**src/rtl/data_mem_uart_loader.sv**
```systemverilog
// UART 8N1 receiver that packs 3-byte groups into DATA_WIDTH words and writes
// them to data memory, holding the CPU in reset until MEM_SIZE words are loaded.
module data_mem_uart_loader #(
  parameter int DATA_WIDTH    = 20,
  parameter int ADDRESS_WIDTH = 8,
  parameter int MEM_SIZE      = 256,
  parameter int CLKS_PER_BIT  = 434
) (
  input  logic                     clk,
  input  logic                     rst,
  input  logic                     uart_rx,
  output logic                     mem_we,
  output logic [ADDRESS_WIDTH-1:0] mem_addr,
  output logic [DATA_WIDTH-1:0]    mem_wdata,
  output logic                     cpu_hold,
  output logic                     done,
  output logic                     rx_active,
  output logic                     frame_error
);

  localparam int CW = $clog2(CLKS_PER_BIT);
  localparam logic [CW-1:0] BIT_LAST = CW'(CLKS_PER_BIT - 1);
  localparam logic [CW-1:0] HALF_BIT = CW'(CLKS_PER_BIT / 2);

  // One extra bit so MEM_SIZE == 2**ADDRESS_WIDTH is still countable.
  localparam int WW = ADDRESS_WIDTH + 1;
  localparam logic [WW-1:0] WORDS_ALL = WW'(MEM_SIZE);

  localparam logic [1:0] S_IDLE  = 2'd0;
  localparam logic [1:0] S_START = 2'd1;
  localparam logic [1:0] S_DATA  = 2'd2;
  localparam logic [1:0] S_STOP  = 2'd3;

  logic          rx_meta;
  logic          rx_sync;
  logic [1:0]    rx_state;
  logic [CW-1:0] baud_cnt;
  logic [2:0]    bit_cnt;
  logic [7:0]    shift_reg;
  logic [1:0]    byte_idx;
  logic [3:0]    byte0_nib;
  logic [7:0]    byte1;
  logic [WW-1:0] word_cnt;

  assign rx_active = (rx_state != S_IDLE);

  always_ff @(posedge clk) begin
    if (rst) begin
      rx_meta     <= 1'b1;
      rx_sync     <= 1'b1;
      rx_state    <= S_IDLE;
      baud_cnt    <= '0;
      bit_cnt     <= '0;
      shift_reg   <= '0;
      byte_idx    <= '0;
      byte0_nib   <= '0;
      byte1       <= '0;
      word_cnt    <= '0;
      mem_we      <= 1'b0;
      mem_addr    <= '0;
      mem_wdata   <= '0;
      cpu_hold    <= 1'b1;
      done        <= 1'b0;
      frame_error <= 1'b0;
    end else begin
      rx_meta <= uart_rx;
      rx_sync <= rx_meta;
      mem_we  <= 1'b0;

      // The strobe cycle already sees the incremented count, so DONE lands one cycle later.
      if (mem_we && (word_cnt == WORDS_ALL)) begin
        done     <= 1'b1;
        cpu_hold <= 1'b0;
      end

      case (rx_state)
        S_IDLE: begin
          if (!rx_sync) begin
            rx_state <= S_START;
            baud_cnt <= '0;
          end
        end

        S_START: begin
          if (baud_cnt == HALF_BIT) begin
            baud_cnt <= '0;
            bit_cnt  <= '0;
            rx_state <= rx_sync ? S_IDLE : S_DATA;
          end else begin
            baud_cnt <= baud_cnt + 1'b1;
          end
        end

        S_DATA: begin
          if (baud_cnt == BIT_LAST) begin
            baud_cnt  <= '0;
            shift_reg <= {rx_sync, shift_reg[7:1]};
            bit_cnt   <= bit_cnt + 1'b1;
            if (bit_cnt == 3'd7) begin
              rx_state <= S_STOP;
            end
          end else begin
            baud_cnt <= baud_cnt + 1'b1;
          end
        end

        S_STOP: begin
          if (baud_cnt == BIT_LAST) begin
            baud_cnt <= '0;
            rx_state <= S_IDLE;
            // A bad stop bit drops the byte and realigns to the start of a word.
            if (!rx_sync) begin
              frame_error <= 1'b1;
              byte_idx    <= '0;
            end else begin
              case (byte_idx)
                2'd0: begin
                  byte0_nib <= shift_reg[3:0];
                  byte_idx  <= 2'd1;
                end
                2'd1: begin
                  byte1    <= shift_reg;
                  byte_idx <= 2'd2;
                end
                default: begin
                  byte_idx <= 2'd0;
                  if (!done) begin
                    mem_we    <= 1'b1;
                    mem_addr  <= word_cnt[ADDRESS_WIDTH-1:0];
                    mem_wdata <= DATA_WIDTH'({byte0_nib, byte1, shift_reg});
                    word_cnt  <= word_cnt + 1'b1;
                  end
                end
              endcase
            end
          end else begin
            baud_cnt <= baud_cnt + 1'b1;
          end
        end

        default: rx_state <= S_IDLE;
      endcase
    end
  end

endmodule

```
**config.mk**
```make
export PLATFORM = sky130hd
export DESIGN_NAME = data_mem_uart_loader
export DESIGN_NICKNAME = d
export VERILOG_FILES = /design/src/rtl/data_mem_uart_loader.sv
export SDC_FILE = /design/constraint.sdc
export NUM_CORES = 1
export LEC_CHECK = 0
export BUFFER_PORTS_ARGS = -buffer_cell sky130_fd_sc_hd__buf_2
export CORE_MARGIN = 1.5
export CORE_UTILIZATION = 64
export CTS_BUF_LIST = sky130_fd_sc_hd__clkbuf_8
export DETAILED_ROUTE_END_ITERATION = 10
export GPL_TIMING_DRIVEN = 0
export PLACE_DENSITY = 0.86
export SYNTH_ARGS = -nofsm -noshare
export SYNTH_HDL_FRONTEND = slang
export SYNTH_SLANG_ARGS = --single-unit
export TNS_END_PERCENT = 20
```
**constraint.sdc**
```tcl
create_clock -name clk -period 5.6 [get_ports clk]
set_input_delay 0 -clock clk [delete_from_list [all_inputs] [get_ports clk]]
set_output_delay 0 -clock clk [all_outputs]
set_load 0.03 [all_outputs]
```
==> impl_results.rst <==
.. list-table::
   :header-rows: 1

   * - Metric
     - Value
   * - Outcome
     - finished, final reports clean
   * - Post-route DRC violation count
     - 0
   * - Instance count after placement with tap cells included
     - 500
   * - Crit path max fanout
     - 10
   * - Total wire length
     - 8.095 mm
   * - Largest net degree at the start of global routing
     - 15
   * - Inserted Diodes
     - 0
   * - Number of standard cells after synthesis
     - 395
   * - Post-synth EDFFs
     - 0
   * - Registers with the most flip-flops
     - mem_wdata x20, baud_cnt x9, word_cnt x9
   * - Worst Reg-to-Reg Cells
     - 6
   * - Startpoint-to-endpoint class of the critical path
     - register to register
   * - Total negative slack for setup checks
     - 0 ns
   * - Detailed-routing iteration count for the pre-antenna-repair pass
     - 6
   * - Maximum capacitance violations
     - 0
   * - Power Density
     - 295.8 mW/mm^2
   * - Largest stage delay on the critical path
     - 0.52 ns
   * - Sum of overflow across all layers after global routing
     - 0
   * - Core Region
     - 0.005075 mm^2
   * - Prevailing post-synth register cell
     - dfxtp_1
   * - Rows
     - 26
   * - Leading cell types by count after synthesis
     - dfxtp_1, nand2_1, a21oi_1, nand3_1, nor2_1
   * - Weighted congestion at the end of routability-driven global placement
     - 0.8943
   * - Power Total
     - 1.155 mW
   * - Post-CTS Resized
     - 0
   * - Top register by number of flip-flops
     - mem_wdata
   * - Share of final-layout standard cells stronger than drive strength 1
     - 0.1723
   * - Transition time at the pin with the least slew margin
     - 0.6479 ns
   * - Placement-stage worst setup slack
     - 3.455 ns
   * - GR Util All Layers
     - 0.2991
   * - Syn_nets
     - 404
   * - Sequential cell area fraction in the yosys report
     - 0.4704
   * - PortBufs
     - 35
   * - HPWL reported at the end of detailed placement
     - 5.300 mm
   * - Post-Layout Cell Count
     - 517
   * - Via count of the first global-routing pass
     - 2638
   * - # hold bufs at CTS
     - 1
   * - Library cell used as clock root buffer
     - clkbuf_8
   * - Initial antenna violation count
     - 0
   * - Register area
     - 0.001582 mm^2
   * - Crit path cell chain
     - ha_1 > nand4b_1 > nor4_1 > clkbuf_1 > nand2_1 > a21oi_1
   * - Worst relative slew slack
     - 0.5665
   * - Final-report hold violation count
     - 0
   * - Seq cells post-synth
     - 79
   * - Critical Path Source Type
     - register
   * - Worst Setup Slack, final
     - 3.426 ns
   * - Leak
     - 1.414 nW
   * - Fmax
     - 0.4601 GHz
   * - Final-stage net count
     - 451
   * - Shortest clock period the worst path allows after layout
     - 2.174 ns
   * - Yosys warning count
     - 0
   * - Die Wd
     - 75.48 um
   * - Number of top-level pins
     - 36
   * - Worst skew pair latency
     - 0.36 ns
   * - Wire length of the first global-routing pass
     - 12.68 mm
   * - Initial Utilization
     - 0.6625
   * - Final setup violation count
     - 0
   * - Vertical die dimension
     - 75.48 um
   * - Final critical-path share of the clock period
     - 0.3881
   * - Instance area after placement
     - 0.003625 mm^2
   * - Count of cell types in the netlist
     - 52
   * - Critical path depth
     - 6
   * - Die area
     - 0.005697 mm^2
   * - Count of clock tree sinks
     - 79
   * - Summed instance area of the synthesized netlist
     - 0.003362 mm^2
   * - Cell taking the most area after synthesis
     - dfxtp_1
   * - Endpoint kind of the worst setup timing path
     - register
   * - Detail-routed via count per cell
     - 6.050
   * - Wire length per cell after detailed routing
     - 15.66 um
   * - Clock buffer count from CTS
     - 9
   * - Final Cell Area
     - 0.003902 mm^2
   * - Final slew viol count
     - 0
   * - H-tree levels
     - 3
   * - Max Buffers Root-to-Sink
     - 2
   * - Path category of the worst min-delay check
     - input pin to register
   * - Total of fill cells in the finished design
     - 381
   * - Worst path buffer plus inverter count
     - 1
   * - Data arrival time of the worst path
     - 2.46 ns
   * - Max FFs per register
     - 20
   * - Average cell area after synthesis
     - 8.511 um^2
   * - Routed via count
     - 3128
   * - Detail Route Antenna Nets
     - 0
   * - Fraction of registers with async set or reset after synthesis
     - 0
   * - Worst hold path depth
     - 3
   * - CTS tree
     - built
   * - Total area of multi-input combinational cells
     - 0.001600 mm^2
   * - Cell with the biggest individual delay on the critical path
     - nor4_1
   * - Worst voltage drop across the vdd grid
     - 0.1863 mV
   * - Synth-to-layout area growth
     - 16.08%
   * - Clock Skews
     - 0.006933 ns
   * - Buffer count from post-CTS setup fixing
     - 0
   * - Cell with the most instances after synthesis
     - dfxtp_1
   * - Worst path top cell family by delay
     - simple AND/OR/NAND/NOR gates
   * - Leading cell types by total area after synthesis
     - dfxtp_1, nand2_1, a21oi_1
   * - Top-area cell type share of the netlist area
     - 0.4704
   * - Clock-pin transition on the worst setup and hold timing paths
     - 0.08 ns
   * - Setup repair after global routing missed its margin
     - no
   * - Detailed router's first-iteration violation count
     - 333
   * - Critical path data required time
     - 5.89 ns
routing by layer:
metal / wire [um] / vias up / share of wire / track usage
met5: 0 / - / 0 / 0
met3: 538 / 25 / 0.066 / 0.04497
met2: 3977 / 152 / 0.49 / 0.4971
li1: - / 1485 / - / -
met4: 203 / 0 / 0.025 / 0.1250
met1: 3375 / 1466 / 0.42 / 0.3895
through the flow:
step	hold slack, ns	utilization
after floorplan	0.1038	-
after global placement	0.1834	0.7143
after detailed placement	0.1910	0.7143
after CTS	0.04069	0.7690
after global routing	0.06567	0.7690
final	0.05268	0.7690
cell usage in the layout, fill, tap and decap left out, types with 6 or more instances in the layout:
| master | Yosys | layout |
|---|---|---|
| dfxtp_1 | 79 | 79 |
| nor3_1 | 6 | 6 |
| nand3_1 | 22 | 22 |
| inv_1 | 12 | 12 |
| clkbuf_1 | 12 | 12 |
| buf_2 | 6 | 41 |
| o21ai_0 | 12 | 12 |
| clkbuf_8 | 0 | 9 |
| o22ai_1 | 7 | 7 |
| a21oi_1 | 55 | 55 |
| nor2_1 | 18 | 18 |
| nand4_1 | 8 | 8 |
| nand2_1 | 77 | 77 |
| ha_1 | 6 | 6 |
| mux2i_1 | 8 | 8 |
area by class of cell:
cell class,instances,share of cell area
clock inverter,7,0.03687
timing repair buffer,36,0.04745
buffer,24,0.03366
sequential,79,0.4053
inverter,13,0.01250
clock buffer,9,0.03174
multi-input combinational,279,0.4101
tap,70,0.02244
worst reg2reg max path, delay by kind of cell (launching register included):
| family | cells | cell delay [ns] |
|---|---|---|
| and+or+nand+nor | 3 | 0.85 |
| buffers and inverters | 1 | 0.45 |
| DFF | 1 | 0.43 |
| adders and majority gates | 1 | 0.21 |
| AOI/OAI and AO/OA | 1 | 0.16 |
power by group:
| part | switching (mW) | internal (mW) | leakage [nW] |
|---|---|---|---|
| clock | 0.221 | 0.343 | 0.131 |
| sequential | 0.00251 | 0.563 | 0.637 |
| combinational | 0.0181 | 0.00670 | 0.646 |
worst paths after layout:
path	start	end	slack [ns]
hold reg to reg	rx_meta	rx_sync	0.43
setup / recovery	baud_cnt[0]	mem_addr[3]	3.43
hold / removal	rst	word_cnt[7]	0.05
setup reg to reg	baud_cnt[0]	mem_addr[3]	3.43
cell families (layout without fill, tap and decap cells):
| family | after synthesis | in the layout | synth area share |
|---|---|---|---|
| and+or+nand+nor | 168 | 168 | 0.2505 |
| AOI/OAI and AO/OA | 95 | 95 | 0.1701 |
| DFF | 79 | 79 | 0.4704 |
| buffers and inverters | 37 | 89 | 0.05359 |
| muxes | 9 | 9 | 0.03052 |
| adders and majority gates | 6 | 6 | 0.02233 |
| xor gates and xnor gates | 1 | 1 | 0.002606 |
Power figures use the tool's default switching activity.
